==> src/rtl/impl_word_feeder_if.sv <==
// Handshake bundle for impl_word_feeder: the serial bit input and the
// buffered word output with its frame tags and occupancy.
interface impl_word_feeder_if #(
  parameter int COUNT_OF_BITS = 4,
  parameter int FIFO_DEPTH    = 4
);
  localparam int CW = $clog2(FIFO_DEPTH + 1);

  logic                     ser_valid;
  logic                     ser_bit;
  logic                     ser_last;
  logic                     ser_ready;
  logic [COUNT_OF_BITS-1:0] num;
  logic                     num_valid;
  logic                     num_ready;
  logic                     frame_start;
  logic                     frame_end;
  logic                     num_partial;
  logic [CW-1:0]            fifo_count;

  modport slave (
    input  ser_valid, ser_bit, ser_last, num_ready,
    output ser_ready, num, num_valid, frame_start, frame_end, num_partial, fifo_count
  );

  modport master (
    output ser_valid, ser_bit, ser_last, num_ready,
    input  ser_ready, num, num_valid, frame_start, frame_end, num_partial, fifo_count
  );
endinterface

==> src/rtl/impl_word_feeder.sv <==
// Deserialises a framed LSB-first bit stream into words, tags frame start/end/partial
// and buffers them in a first-word-fall-through FIFO with valid/ready output.
module impl_word_feeder #(
  parameter int COUNT_OF_BITS = 4,
  parameter int FIFO_DEPTH    = 4
) (
  input  logic              clk,
  input  logic              rst,
  impl_word_feeder_if.slave bus
);
  localparam int IW = $clog2(COUNT_OF_BITS);
  localparam int PW = $clog2(FIFO_DEPTH);
  localparam int CW = $clog2(FIFO_DEPTH + 1);

  typedef struct packed {
    logic                     partial;
    logic                     last;
    logic                     start;
    logic [COUNT_OF_BITS-1:0] word;
  } entry_t;

  logic [COUNT_OF_BITS-1:0] shift_q, shift_d;
  logic [IW-1:0]            idx_q, idx_d;
  logic                     start_pending_q, start_pending_d;
  logic [PW-1:0]            wr_ptr_q, wr_ptr_d;
  logic [PW-1:0]            rd_ptr_q, rd_ptr_d;
  logic [CW-1:0]            count_q, count_d;
  entry_t                   mem_q [FIFO_DEPTH];
  entry_t                   mem_d [FIFO_DEPTH];

  logic                     ser_ready;
  logic                     accept;
  logic                     push;
  logic                     pop;
  logic [COUNT_OF_BITS-1:0] next_word;
  entry_t                   head;

  // Readiness looks only at the registered count, so a full FIFO refuses
  // a bit even when the head is being popped in the same cycle.
  assign ser_ready = (count_q != CW'(FIFO_DEPTH));

  always_comb begin
    shift_d         = shift_q;
    idx_d           = idx_q;
    start_pending_d = start_pending_q;
    wr_ptr_d        = wr_ptr_q;
    rd_ptr_d        = rd_ptr_q;
    count_d         = count_q;
    mem_d           = mem_q;
    next_word       = shift_q;
    next_word[idx_q] = bus.ser_bit;

    accept = bus.ser_valid && ser_ready;
    push   = accept && ((idx_q == IW'(COUNT_OF_BITS - 1)) || bus.ser_last);
    pop    = (count_q != '0) && bus.num_ready;

    if (push) begin
      mem_d[wr_ptr_q] = '{partial: (idx_q != IW'(COUNT_OF_BITS - 1)),
                          last:    bus.ser_last,
                          start:   start_pending_q,
                          word:    next_word};
      wr_ptr_d        = wr_ptr_q + PW'(1);
      start_pending_d = bus.ser_last;
      shift_d         = '0;
      idx_d           = '0;
    end else if (accept) begin
      shift_d = next_word;
      idx_d   = idx_q + IW'(1);
    end

    if (pop) begin
      rd_ptr_d = rd_ptr_q + PW'(1);
    end

    unique case ({push, pop})
      2'b10:   count_d = count_q + CW'(1);
      2'b01:   count_d = count_q - CW'(1);
      default: count_d = count_q;
    endcase
  end

  always_ff @(posedge clk or negedge rst) begin
    if (!rst) begin
      shift_q         <= '0;
      idx_q           <= '0;
      start_pending_q <= 1'b1;
      wr_ptr_q        <= '0;
      rd_ptr_q        <= '0;
      count_q         <= '0;
      for (int unsigned i = 0; i < FIFO_DEPTH; i++) begin
        mem_q[i] <= '0;
      end
    end else begin
      shift_q         <= shift_d;
      idx_q           <= idx_d;
      start_pending_q <= start_pending_d;
      wr_ptr_q        <= wr_ptr_d;
      rd_ptr_q        <= rd_ptr_d;
      count_q         <= count_d;
      mem_q           <= mem_d;
    end
  end

  assign head            = mem_q[rd_ptr_q];
  assign bus.ser_ready   = ser_ready;
  assign bus.num_valid   = (count_q != '0);
  assign bus.num         = bus.num_valid ? head.word : '0;
  assign bus.frame_start = bus.num_valid && head.start;
  assign bus.frame_end   = bus.num_valid && head.last;
  assign bus.num_partial = bus.num_valid && head.partial;
  assign bus.fifo_count  = count_q;
endmodule

==> src/flat_wrapper.sv <==
// flat-port wrapper written by rule: the top's interface ports become plain ports
module impl_word_feeder_flat 
#(
  parameter int COUNT_OF_BITS = 4,
  parameter int FIFO_DEPTH    = 4
)
  (clk, rst, bus_ser_valid, bus_ser_bit, bus_ser_last, bus_num_ready, bus_ser_ready, bus_num, bus_num_valid, bus_frame_start, bus_frame_end, bus_num_partial, bus_fifo_count);
  impl_word_feeder_if #(.COUNT_OF_BITS(COUNT_OF_BITS), .FIFO_DEPTH(FIFO_DEPTH)) bus_i ();
  input  logic clk;
  input  logic rst;
  input wire logic [$bits(bus_i.ser_valid)-1:0] bus_ser_valid;
  input wire logic [$bits(bus_i.ser_bit)-1:0] bus_ser_bit;
  input wire logic [$bits(bus_i.ser_last)-1:0] bus_ser_last;
  input wire logic [$bits(bus_i.num_ready)-1:0] bus_num_ready;
  output wire logic [$bits(bus_i.ser_ready)-1:0] bus_ser_ready;
  output wire logic [$bits(bus_i.num)-1:0] bus_num;
  output wire logic [$bits(bus_i.num_valid)-1:0] bus_num_valid;
  output wire logic [$bits(bus_i.frame_start)-1:0] bus_frame_start;
  output wire logic [$bits(bus_i.frame_end)-1:0] bus_frame_end;
  output wire logic [$bits(bus_i.num_partial)-1:0] bus_num_partial;
  output wire logic [$bits(bus_i.fifo_count)-1:0] bus_fifo_count;
  assign bus_i.ser_valid = bus_ser_valid;
  assign bus_i.ser_bit = bus_ser_bit;
  assign bus_i.ser_last = bus_ser_last;
  assign bus_i.num_ready = bus_num_ready;
  assign bus_ser_ready = bus_i.ser_ready;
  assign bus_num = bus_i.num;
  assign bus_num_valid = bus_i.num_valid;
  assign bus_frame_start = bus_i.frame_start;
  assign bus_frame_end = bus_i.frame_end;
  assign bus_num_partial = bus_i.num_partial;
  assign bus_fifo_count = bus_i.fifo_count;
  impl_word_feeder #(.COUNT_OF_BITS(COUNT_OF_BITS), .FIFO_DEPTH(FIFO_DEPTH)) u_core (.clk(clk), .rst(rst), .bus(bus_i));
endmodule
==> config.mk <==
export PLATFORM = sky130hd
export DESIGN_NAME = impl_word_feeder_flat
export DESIGN_NICKNAME = d
export VERILOG_FILES = /design/src/rtl/impl_word_feeder_if.sv /design/src/rtl/impl_word_feeder.sv /design/src/flat_wrapper.sv
export SDC_FILE = /design/constraint.sdc
export NUM_CORES = 1
export LEC_CHECK = 0
export CAP_MARGIN = 20
export CORE_MARGIN = 2
export CORE_UTILIZATION = 57
export DETAILED_ROUTE_END_ITERATION = 10
export PLACE_DENSITY_LB_ADDON = 0.2
export SYNTH_ARGS = -nofsm -noshare
export SYNTH_HDL_FRONTEND = slang
export SYNTH_SLANG_ARGS = --single-unit
==> constraint.sdc <==
create_clock -name clk -period 2.8 [get_ports clk]
set_input_delay 0.84 -clock clk [delete_from_list [all_inputs] [get_ports clk]]
set_output_delay 0.84 -clock clk [all_outputs]
set_load 0.03 [all_outputs]
==> results of run 1 <==
Yosys cell counts:
cell and instances:
a22o_2 1, dfstp_2 1, clkbuf_1 3, fa_1 1, nor3_1 1, nand2_1 3, nor2_2 1, o21ai_2 1
a41oi_1 3, nand4_1 7, mux2i_1 2, xnor2_1 3, nor3b_2 2, mux2_2 26, buf_6 1, inv_4 1
o21bai_1 1, o21ai_0 1, nor2_1 2, or3_1 1, and3_2 1, xor2_1 3, a22o_1 3, a21bo_2 3
dfrtp_1 41, buf_2 2, inv_1 10, mux4_2 7, and3_4 1, nor3b_4 3, a21oi_1 3, and2_1 9
nand3_1 1, ha_1 9
through the flow:
step	power (uW)	hold WS [ns]
2_1_floorplan	2010	0.449
3_3_place_gp	2440	0.466
5_1_grt	3080	0.527
4_1_cts	2920	0.497
3_5_place_dp	2500	0.479
6_report	2900	0.495
routing by layer:
metal	GRT usage (%)	wire length (um)	part of all wire, %	up-vias
met5	0	0	0	-
met4	4.43	44	1.1	0
met3	4.79	143	3.5	8
met2	34.6	2040	50	38
met1	29.4	1860	45	699
li1	-	-	-	627
layout by cell type (no fill, tap or decap), types with 3 or more instances in the layout:
cell             count
dfrtp_1             41
mux2_2              26
buf_4               12
inv_1               10
and2_1               9
ha_1                 9
clkdlybuf4s50_1      8
mux4_2               7
nand4_1              7
dlygate4sd2_1        7
clkbuf_8             5
nor3b_4              3
xor2_1               3
xnor2_1              3
nand2_1              3
a21bo_2              3
a22o_1               3
a41oi_1              3
a21oi_1              3
sequential cells by signal, summed over array words and instances, names as in the netlist:
name,count
u_core.mem_q,28
u_core.shift_q,4
u_core.bus.fifo_count,3
u_core.idx_q,2
u_core.rd_ptr_q,2
u_core.wr_ptr_q,2
u_core.start_pending_q,1
cell families (layout without fill, tap and decap cells):
logic type / count (synthesis) / count (layout) / share of synthesized area, %
xor gates and xnor gates: 6 / 6 / 2.44
muxes: 35 / 35 / 21.8
adders and majority gates: 10 / 10 / 6.16
AOI/OAI and AO/OA: 16 / 16 / 5.98
buffers and inverters: 17 / 48 / 3.54
DFF: 42 / 42 / 48.8
and+or+nand+nor: 32 / 32 / 11.2
what timing repair did:
action,in CTS,in global routing
endpoints found under the setup margin,7,1
pin swaps,0,0
gates resized for setup,7,1
worst max-delay path, delay by kind of cell (launching register included):
family	cells	cell delay, ns
mux	1	0.38
flops	1	0.65
simple gates	1	0.17
buf+inv	1	0.35
power groups by stage:
stage / Combinational, uW / Clock (uW) / Sequential, uW
global placement: 1440 / 0 / 1000
finish: 1420 / 462 / 1020
floorplan: 1000 / 0 / 1010
global route: 1540 / 502 / 1040
CTS: 1440 / 474 / 1010
detailed placement: 1480 / 0 / 1020
final cells by class:
| type | instances | share of cell area [%] |
|---|---|---|
| clock inverter | 1 | 1.18 |
| inverter | 11 | 1.73 |
| tap | 48 | 2.37 |
| clock buffer | 7 | 3.01 |
| multi-input combinational | 99 | 40.4 |
| sequential | 42 | 41.5 |
| timing repair buffer | 29 | 9.81 |
worst paths after layout:
path                       cells after the start                  endpoint                from
max                                            3                bus_num[3]  u_core.rd_ptr_q[1]
min                                            1         u_core.shift_q[2]   u_core.shift_q[2]
max reg2reg                                   10  u_core.bus.fifo_count[2]     u_core.idx_q[0]
min reg2reg                                    1         u_core.shift_q[2]   u_core.shift_q[2]
max in group asynchronous                      2    u_core.start_pending_q                 rst
min in group asynchronous                      2          u_core.mem_q[19]                 rst
==> results by group, run 1 <==
Status
  – Status: complete, no violations

Setup path
  – Worst-path cell chain: mux4_2 > and2_1 > dlygate4sd2_1
  – Largest fanout on the critical path: 8
  – CP endpoint kind: output pin
  – Type of origin of the critical path: flip-flop
  – R2r setup slk: approximately 0.53 ns
  – Critical path's slowest cell: dfrtp_1
  – CP peak stage delay: around 0.65 ns
  – WS Path Type: reg -> out
  – Worst path required time: roughly 2.0 ns
  – Crit path DAT: 1.82 ns

Placed design
  – Placed Cells: 229
  – IO buf count: 17
  – Final HPWL DP: around 2900 um
  – Pre-CTS setup slack: 0.0942 ns
  – Placer Congestion: around 0.8
  – Placed inst area: 2440 um^2

Flow run
  – Max Cap Violations: 0

Die
  – Num ports: 18
  – # rows: 22
  – Die Ht: 65.5 um
  – Die X: between 60 and 70 um
  – Initial core utilization: 58.9%
  – Die footprint: 4290 um^2
  – Core Region: between 3000 and 4000 um^2

Power and ir drop
  – Sw Ratio: around 38%
  – PD cells: ~1100 nW/um^2
  – Internal: roughly 1800 uW
  – Static leakage: about 0.0011 uW
  – Switch Pwr: 1100 uW
  – Share of power burned in registers: between 30% and 40%
  – Clock power frac: approximately 16%
  – Power share of the combinational group: about half
  – Maximum VDD drop: 0.698 mV

STA
  – Slew Limit Fails: 0
  – Worst slew margin relative to its limit: 64.8%
  – Final worst slack: 0.135 ns
  – Final setup fails: 0
  – Clk_skew: approximately 0.0077 ns
  – RSZ-0062 raised after global routing: no
  – Crit path time final: approximately 2.7 ns
  – FMAX: approximately 0.38 GHz
  – Setup tns final: 0 ns
  – Fin crit share: 95.2%
  – Worst-Margin Slew: 0.529 ns
  – Final Hold Viols: 0

Detailed routing
  – Vias: 1372
  – Routed WL: ~4100 um
  – Vias per std cell: approximately 5.8
  – Detailed-router iteration count before antenna repair: 4
  – Initial drt markers: roughly 140
  – DRC: 0
  – Remaining antenna violation count: 0
  – Wire per inst: ~17 um

Logic synthesis
  – Area leader, netlist: dfrtp_1
  – Synth warn: 0
  – Syn Nets: between 150 and 200
  – Post-Syn Instances: 158
  – Main area contributors after synthesis: dfrtp_1, mux2_2, mux4_2
  – Mapped Area: ~2200 um^2
  – Library cells used by synthesis: 34
  – Post-synthesis sequential area ratio: 48.8%
  – Yosys top cell area share: between 40% and 50%
  – Synthesized area per cell: around 14 um^2
  – Synthesis-stage register bit count: 42

Cells and area
  – Layout cells sized above 1: a little over a third
  – Non-filler cells, final: around 240
  – Sequential cell area: ~1100 um^2
  – Final design utilization: 69.3%
  – Finished Cell Area: about 2500 um^2
  – Nets: approximately 200
  – Multi-input logic area: slightly above 1000 um^2
  – Layout area overhead: 17.8%
  – FILL cells: approximately 270
  – Antenna Cells: 0

Clocking
  – Cts bufs inserted: 5
  – Clock root cell: clkbuf_8
  – CTS Hold Buffers Added: 0
  – TritonCTS clock tree: done
  – Clk_lat worst skew: approximately 0.28 ns
  – Setup bufs post-CTS: 0
  – Worst-path clk slew: approximately 0.08 ns
  – H-tree Lvls: 2
  – Max Root-Sink Buffers: 2
  – CTS Sinks: 42

Hold path
  – Hold Path Class: reg -> reg

Global routing
  – Overflow left after global routing: 0
  – Pin count of the biggest net entering global routing: 43
  – Initial antenna violation count: 0
  – Global-route wire length before repair: 6750 um
  – GR Util All Layers: 21.2%
  – Vias in the first global route: around 1400
Power figures use the tool's default switching activity.
==> inputs of run 2 (changes only) <==
- ABC_AREA: not set -> 1
- CAP_MARGIN: 20 -> not set
- MAX_ROUTING_LAYER: not set -> met4
==> run 2 against run 1 <==
  * Final cell count rose by 43%
  * Clock skew fell by 0.0041 ns
  * Worst setup slack lost 0.0020 ns
  * Non-clock buffer count decreased by 4
  * Utilization shrank 1.2 points
  * Combinational power up 4%
  * Worst hold slack worse by 0.023 ns
  * Design area decreased by 0.30%
  * Synthesized area grew 3.4%
  * Clock-buffer cell count decreased by 2
  * Global-route usage increased by 6.5 points
  * Critical endpoint unchanged
  * Highest routed layer unchanged
  * Sequential share of layout area increased by 0.12 points
==> results by group, run 2 <==
Setup path
  – Crit path DAT: 1.83 ns (about the same)
  – Worst-path cell chain: clkinvlp_4 > o21ai_0 > a21oi_1 > dlygate4sd2_1
  – Worst path required time: 1.96 ns (about the same)
  – Reg2Reg Depth: 11 (+1)
  – Critical path's slowest cell: dfrtp_1
  – CP endpoint kind: output pin
  – Type of origin of the critical path: flip-flop
  – Largest fanout on the critical path: 16 (+8)
  – WS Path Type: reg -> out
  – CP peak stage delay: 0.49 ns (-0.16 ns)

Cells and area
  – Layout cells sized above 1: 10.3% (-25 points)
  – Top reg by flops: u_core.mem_q
  – Commonest non-fill, non-tap cells in the layout: nand2_1, dfrtp_1, nor2_1, o21ai_0, nand4_1
  – Final design utilization: 68.1% (-1.2 points)
  – FILL cells: 321 (+20%)
  – Max reg flops: 28 (unchanged)
  – Commonest non-fill, non-tap cell in the layout: nand2_1
  – Layout area overhead: 13.5%
  – Nets: 307 (+50%)
  – Antenna Cells: 0 (unchanged)

Power and ir drop
  – Sw Ratio: 46.0% (+8.1 points)
  – Static leakage: 0.00132 uW (+16%)
  – Switch Pwr: 1380 uW (+25%)
  – Internal: 1620 uW (-10%)
  – Share of power burned in registers: 35.1% (about the same)
  – Clock power frac: 15.6% (-0.3 points)
  – Maximum VDD drop: 0.683 mV (-2.1%)
  – Power share of the combinational group: 49.4% (+0.4 points)
  – PD cells: 1180 nW/um^2 (+3.5%)

STA
  – Worst slew margin relative to its limit: 48.8% (-16 points)
  – Clk_skew: 0.00361 ns (-0.00411 ns)
  – Final Hold Viols: 0 (unchanged)
  – Slew Limit Fails: 0 (unchanged)
  – RSZ-0062 raised after global routing: no
  – Worst-Margin Slew: 0.760 ns (+0.231 ns)
  – Final setup fails: 0 (unchanged)
  – Fin crit share: 95.2% (about the same)
  – Setup tns final: 0 ns (unchanged)
  – Crit path time final: 2.67 ns (+0.00202 ns)
  – FMAX: 0.375 GHz (about the same)

Die
  – Die footprint: 4430 um^2 (+3.2%)
  – # rows: 22 (unchanged)
  – Core Region: 3720 um^2 (+1.5%)
  – Die Ht: 66.5 um (+1.6%)
  – Num ports: 18 (unchanged)
  – Initial core utilization: 60.0% (+1.1 points)
  – Die X: 66.5 um (+1.6%)

Logic synthesis
  – Yosys top cell area share: 46.0% (-1.6 points)
  – Synthesis-stage register bit count: 42 (unchanged)
  – Syn Nets: 288 (+66%)
  – Mapped Area: 2230 um^2 (+3.4%)
  – Top cells by count, synth: nand2_1, dfrtp_1, nor2_1, o21ai_0, nand4_1
  – Count leader, synth: nand2_1
  – Synthesized area per cell: 8.19 um^2 (-40%)
  – Post-synth EDFFs: 0 (unchanged)
  – Area leader, netlist: dfrtp_1
  – Synth async-reset ratio: 100% (unchanged)
  – Main area contributors after synthesis: dfrtp_1, nand2_1, nand4_1
  – Synth warn: 0 (unchanged)
  – Post-Syn Instances: 272 (+72%)
  – Ys flop type: dfrtp_1
  – Library cells used by synthesis: 22 (-35%)
  – Post-synthesis sequential area ratio: 47.2% (-1.6 points)

Detailed routing
  – DRC: 0 (unchanged)
  – Detailed-router iteration count before antenna repair: 4 (unchanged)
  – WL met1: 2190 um (+18%)
  – Top sig layer: met4
  – Met2 WL: 2560 um (+25%)
  – Remaining antenna violation count: 0 (unchanged)
  – Metal3 WL: 355 um (+150%)
  – Wire per inst: 15.3 um (-11%)
  – Vias per std cell: 5.64 (-2.6%)
  – Routed WL: 5210 um (+27%)
  – Initial drt markers: 131 (-7.1%)
  – Vias: 1917 (+40%)

Clocking
  – Cts bufs inserted: 5 (unchanged)
  – Max Root-Sink Buffers: 2 (unchanged)
  – Clock root cell: clkbuf_8
  – CTS Sinks: 42 (unchanged)
  – Setup bufs post-CTS: 0 (unchanged)
  – Clk_lat worst skew: 0.30 ns (+0.02 ns)
  – H-tree Lvls: 2 (unchanged)
  – TritonCTS clock tree: done
  – Worst-path clk slew: 0.08 ns (about the same)

Placed design
  – IO buf count: 17 (unchanged)
  – Final HPWL DP: 3690 um (+28%)
  – Placer Congestion: 0.938 (+17%)

Global routing
  – Overflow left after global routing: 0 (unchanged)
  – GR Util All Layers: 27.7% (+6.5 points)
  – Vias in the first global route: 1788 (+27%)
  – Global-route wire length before repair: 8670 um (+28%)
  – Pin count of the biggest net entering global routing: 35 (-19%)
  – Initial antenna violation count: 0 (unchanged)

Flow run
  – Max Cap Violations: 0 (unchanged)

Hold path
  – Hold Path Class: in -> async

Status
  – Status: complete, no violations
run 2: cell types whose count changed after synthesis, moves of 5 or more:
cell     change
nand2_1     +78
nor2_1      +30
mux2_2      -26
o21ai_0     +24
nand4_1     +17
and2_1       -9
inv_1        +9
buf_2        +7
mux4_2       -7
nand3_1      +5
run 2: per-layer routing:
layer	up-vias	track usage [%]
met5	-	-
met4	0	12.5
met3	10	4.90
met2	72	42.0
met1	912	36.8
li1	923	-
run 2: power groups by stage:
stage               Combinational (uW)  Clock [uW]  Sequential (uW)
floorplan                         1070           0             1020
global placement                  1510           0             1050
detailed placement                1540           0             1060
CTS                               1490         473             1050
global route                      1640         507             1080
finish                            1480         466             1050
run 2: through the flow:
step           worst slack, ns  total power (uW)  hold WS [ns]  cells  cell area [um^2]
2_1_floorplan            0.314              2100         0.436    272              2230
3_3_place_gp             0.199              2560         0.459    332              2430
3_5_place_dp            0.0946              2600         0.462    332              2430
4_1_cts                  0.150              3010         0.474    340              2530
5_1_grt                 0.0220              3220         0.481    340              2530
6_report                 0.133              2990         0.472    340              2530
run 2: cell type report:
| type | instances | area [um^2] | share of cell area (%) |
|---|---|---|---|
| flip-flops and latches | 42 | 1050 | 41.6 |
| repair buffers | 25 | 213 | 8.41 |
| well taps | 48 | 60.1 | 2.37 |
| clock buffers | 5 | 68.8 | 2.72 |
| multi-input cells | 196 | 1010 | 40.1 |
| clock inverters | 3 | 40.0 | 1.58 |
| inverters | 21 | 82.6 | 3.26 |
run 2: path summary, 6_finish.rpt:
kind | from | to | slack (ns)
hold reg to reg | u_core.mem_q[14] | u_core.mem_q[14] | 0.48
setup / recovery | u_core.rd_ptr_q[0] | bus_num[3] | 0.13
setup reg to reg | u_core.idx_q[1] | u_core.bus.fifo_count[2] | 0.76
max in group asynchronous | rst | u_core.mem_q[22] | 1.76
min in group clk | u_core.mem_q[14] | u_core.mem_q[14] | 0.48
hold / removal | rst | u_core.mem_q[10] | 0.47
run 2: logic make-up (layout without fill, tap and decap cells):
group,count (synthesis),in the layout,share of synthesized area [%]
buffers and inverters,34,54,7.30
flip-flops,42,42,47.2
XOR/XNOR,3,3,1.18
adder cells (fa/ha/maj),10,10,5.95
AND/OR/NAND/NOR,150,150,30.4
AO/OA/AOI/OAI,33,33,7.92
run 2: timing repair:
| item | 4_1_cts | 5_1_grt |
|---|---|---|
| gates resized for setup | 8 | 2 |
| hold buffers | 0 | 0 |
| cloned | 0 | 0 |
| endpoints found under the setup margin | 7 | 1 |
run 2: critical path: cells and delay by family (launching register included):
family / cells / cell delay, ns
DFF: 1 / 0.49
buffers and inverters: 2 / 0.66
AOI/OAI and AO/OA: 2 / 0.38
==> inputs of run 3 (changes only) <==
- CORE_UTILIZATION: 57 -> 45
==> run 3 against run 2 <==
  * Design area is 0.99% higher
  * Worst setup slack better by 0.082 ns
  * Via count shrank 3.1%
  * Die area rose by 25%
  * Worst hold slack worse by 0.011 ns
  * Maximum frequency is 3.2% higher
  * Clock skew up 0.00050 ns
  * Final cell count grew 5.6%
  * Critical endpoint is now bus_ser_ready
  * Largest cell class unchanged
  * Highest routed layer unchanged
==> results by group, run 3 (same netlist as run 2, synthesis figures left out) <==
Status
  – Status: complete, no violations

STA
  – Worst-Margin Slew: 0.798 ns (+0.0382 ns)
  – RSZ-0062 raised after global routing: no
  – Setup tns final: 0 ns (unchanged)
  – Slew Limit Fails: 0 (unchanged)
  – Fin crit share: 92.3% (-2.9 points)
  – Worst hold slack: 0.461 ns (-0.0114 ns)
  – Final setup fails: 0 (unchanged)
  – Final Hold Viols: 0 (unchanged)
  – FMAX: 0.387 GHz (+3.2%)
  – Worst slew margin relative to its limit: 46.2% (-2.6 points)
  – Crit path time final: 2.58 ns (-0.0821 ns)
  – Clk_skew: 0.00411 ns (+0.000500 ns)

Cells and area
  – Max reg flops: 28 (unchanged)
  – Sequential cell area: 1050 um^2 (unchanged)
  – FILL cells: 479 (+49%)
  – Top reg by flops: u_core.mem_q
  – Antenna Cells: 0 (unchanged)
  – Commonest non-fill, non-tap cells in the layout: nand2_1, dfrtp_1, nor2_1, o21ai_0, nand4_1
  – Multi-input logic area: 1010 um^2 (unchanged)
  – Layout area overhead: 14.7%
  – Nets: 308 (+0.33%)
  – Layout cells sized above 1: 9.25% (-1.0 points)
  – Commonest non-fill, non-tap cell in the layout: nand2_1
  – Non-filler cells, final: 359 (+5.6%)
  – Finished Cell Area: 2550 um^2 (+0.99%)

Global routing
  – Routing usage on met1: 30.9% (-5.8 points)
  – Met3 usage: 4.07% (-0.83 points)
  – Vias in the first global route: 1737 (-2.9%)
  – Global-route wire length before repair: 8670 um (about the same)
  – GR Util All Layers: 21.7% (-6.1 points)
  – Initial antenna violation count: 0 (unchanged)
  – Layer with the highest usage: met2
  – Overflow left after global routing: 0 (unchanged)
  – GR Util met2: 31.7% (-10 points)
  – Pin count of the biggest net entering global routing: 35 (unchanged)

Placed design
  – Placer Congestion: 0.817 (-13%)
  – Final HPWL DP: 3640 um (-1.4%)
  – Placed Cells: 352 (+6.0%)
  – Placed inst area: 2460 um^2 (+1.3%)
  – IO buf count: 17 (unchanged)

Detailed routing
  – Initial drt markers: 116 (-11%)
  – Remaining antenna violation count: 0 (unchanged)
  – DRC: 0 (unchanged)
  – Routed WL: 5270 um (+1.2%)
  – Detailed-router iteration count before antenna repair: 4 (unchanged)
  – Wire per inst: 14.7 um (-4.2%)
  – Vias: 1857 (-3.1%)
  – Vias per std cell: 5.17 (-8.3%)

Clocking
  – Max Root-Sink Buffers: 2 (unchanged)
  – CTS Sinks: 42 (unchanged)
  – Clock root cell: clkbuf_8
  – Setup bufs post-CTS: 0 (unchanged)
  – Cts bufs inserted: 5 (unchanged)
  – H-tree Lvls: 2 (unchanged)
  – Worst-path clk slew: 0.08 ns (about the same)
  – Clk_lat worst skew: 0.29 ns (about the same)
  – CTS Hold Buffers Added: 0 (unchanged)
  – TritonCTS clock tree: done

Die
  – Die Ht: 74.4 um (+12%)
  – Core Region: 4750 um^2 (+28%)
  – # rows: 25 (+14%)
  – Num ports: 18 (unchanged)
  – Initial core utilization: 46.9% (-13 points)
  – Die X: 74.4 um (+12%)
  – Die footprint: 5530 um^2 (+25%)

Setup path
  – Type of origin of the critical path: flip-flop
  – Worst Path Buf+Inv: 1 (-1)
  – CP endpoint kind: output pin
  – Largest fanout on the critical path: 6 (-10)
  – WS Path Type: reg -> out
  – Critical path's slowest cell: clkdlybuf4s50_1
  – Worst-path cell chain: nor2_2 > nand2_2 > clkdlybuf4s50_1
  – Worst path top cell family by delay: buffers and inverters
  – CP peak stage delay: 0.63 ns (+0.14 ns)
  – Crit path DAT: 1.74 ns (-0.09 ns)
  – Worst path required time: 1.96 ns (about the same)

Flow run
  – Max Cap Violations: 0 (unchanged)

Power and ir drop
  – PD cells: 1160 nW/um^2 (-2.2%)
  – Pwr Total: 2960 uW (-1.2%)
  – Maximum VDD drop: 0.722 mV (+5.6%)
  – Static leakage: 0.00137 uW (+3.8%)

Hold path
  – Hold Path Class: in -> async
==> run 3: cell types whose count changed in the layout (fill, tap and decap cells not counted), sizes merged <==
| cell | change |
|---|---|
| dlymetal6s2s | +6 |
| dlygate4sd2 | -5 |
| clkinv | -2 |
| buf | +1 |
| bufinv | -1 |
| clkbuf | +1 |
==> run 3: path summary, 6_finish.rpt <==
check	slack, ns	from	to	depth (start not counted)
max	0.22	u_core.bus.fifo_count[1]	bus_ser_ready	3
min	0.46	rst	u_core.rd_ptr_q[1]	1
max reg2reg	0.77	u_core.bus.fifo_count[1]	u_core.bus.fifo_count[1]	8
min reg2reg	0.47	u_core.mem_q[19]	u_core.mem_q[19]	2
max in group asynchronous	1.77	rst	u_core.shift_q[3]	2
min in group clk	0.47	u_core.mem_q[19]	u_core.mem_q[19]	2
==> run 3: timing repair <==
item	CTS	global route
endpoints found under the setup margin	7	6
pin swaps	0	0
gates resized for setup	1	7
==> run 3: cell type report <==
cell class | instances | share of cell area (%)
repair buffers | 26 | 9.65
well taps | 67 | 3.28
inverters | 21 | 3.23
multi-input cells | 196 | 39.7
clock buffers | 7 | 2.99
flip-flops and latches | 42 | 41.2
==> run 3: metrics by stage <==
step           setup slack (ns)  util [%]
3_5_place_dp              0.153      51.8
3_3_place_gp              0.202      51.8
2_1_floorplan             0.314         -
5_1_grt                   0.125      53.7
4_1_cts                 -0.0603      53.3
6_report                  0.215      53.7
==> run 3: metal layers <==
| layer | vias to the layer above | wire [um] |
|---|---|---|
| met5 | - | 0 |
| met4 | 0 | 64 |
| met3 | 6 | 261 |
| met2 | 51 | 2260 |
| met1 | 874 | 2690 |
| li1 | 926 | - |
==> run 3: power by group <==
part	internal (uW)	switching (uW)	total [uW]	leakage, uW
Sequential	856	185	1040	0.000536
Clock	172	197	369	0.0000383
Combinational	553	992	1550	0.000798
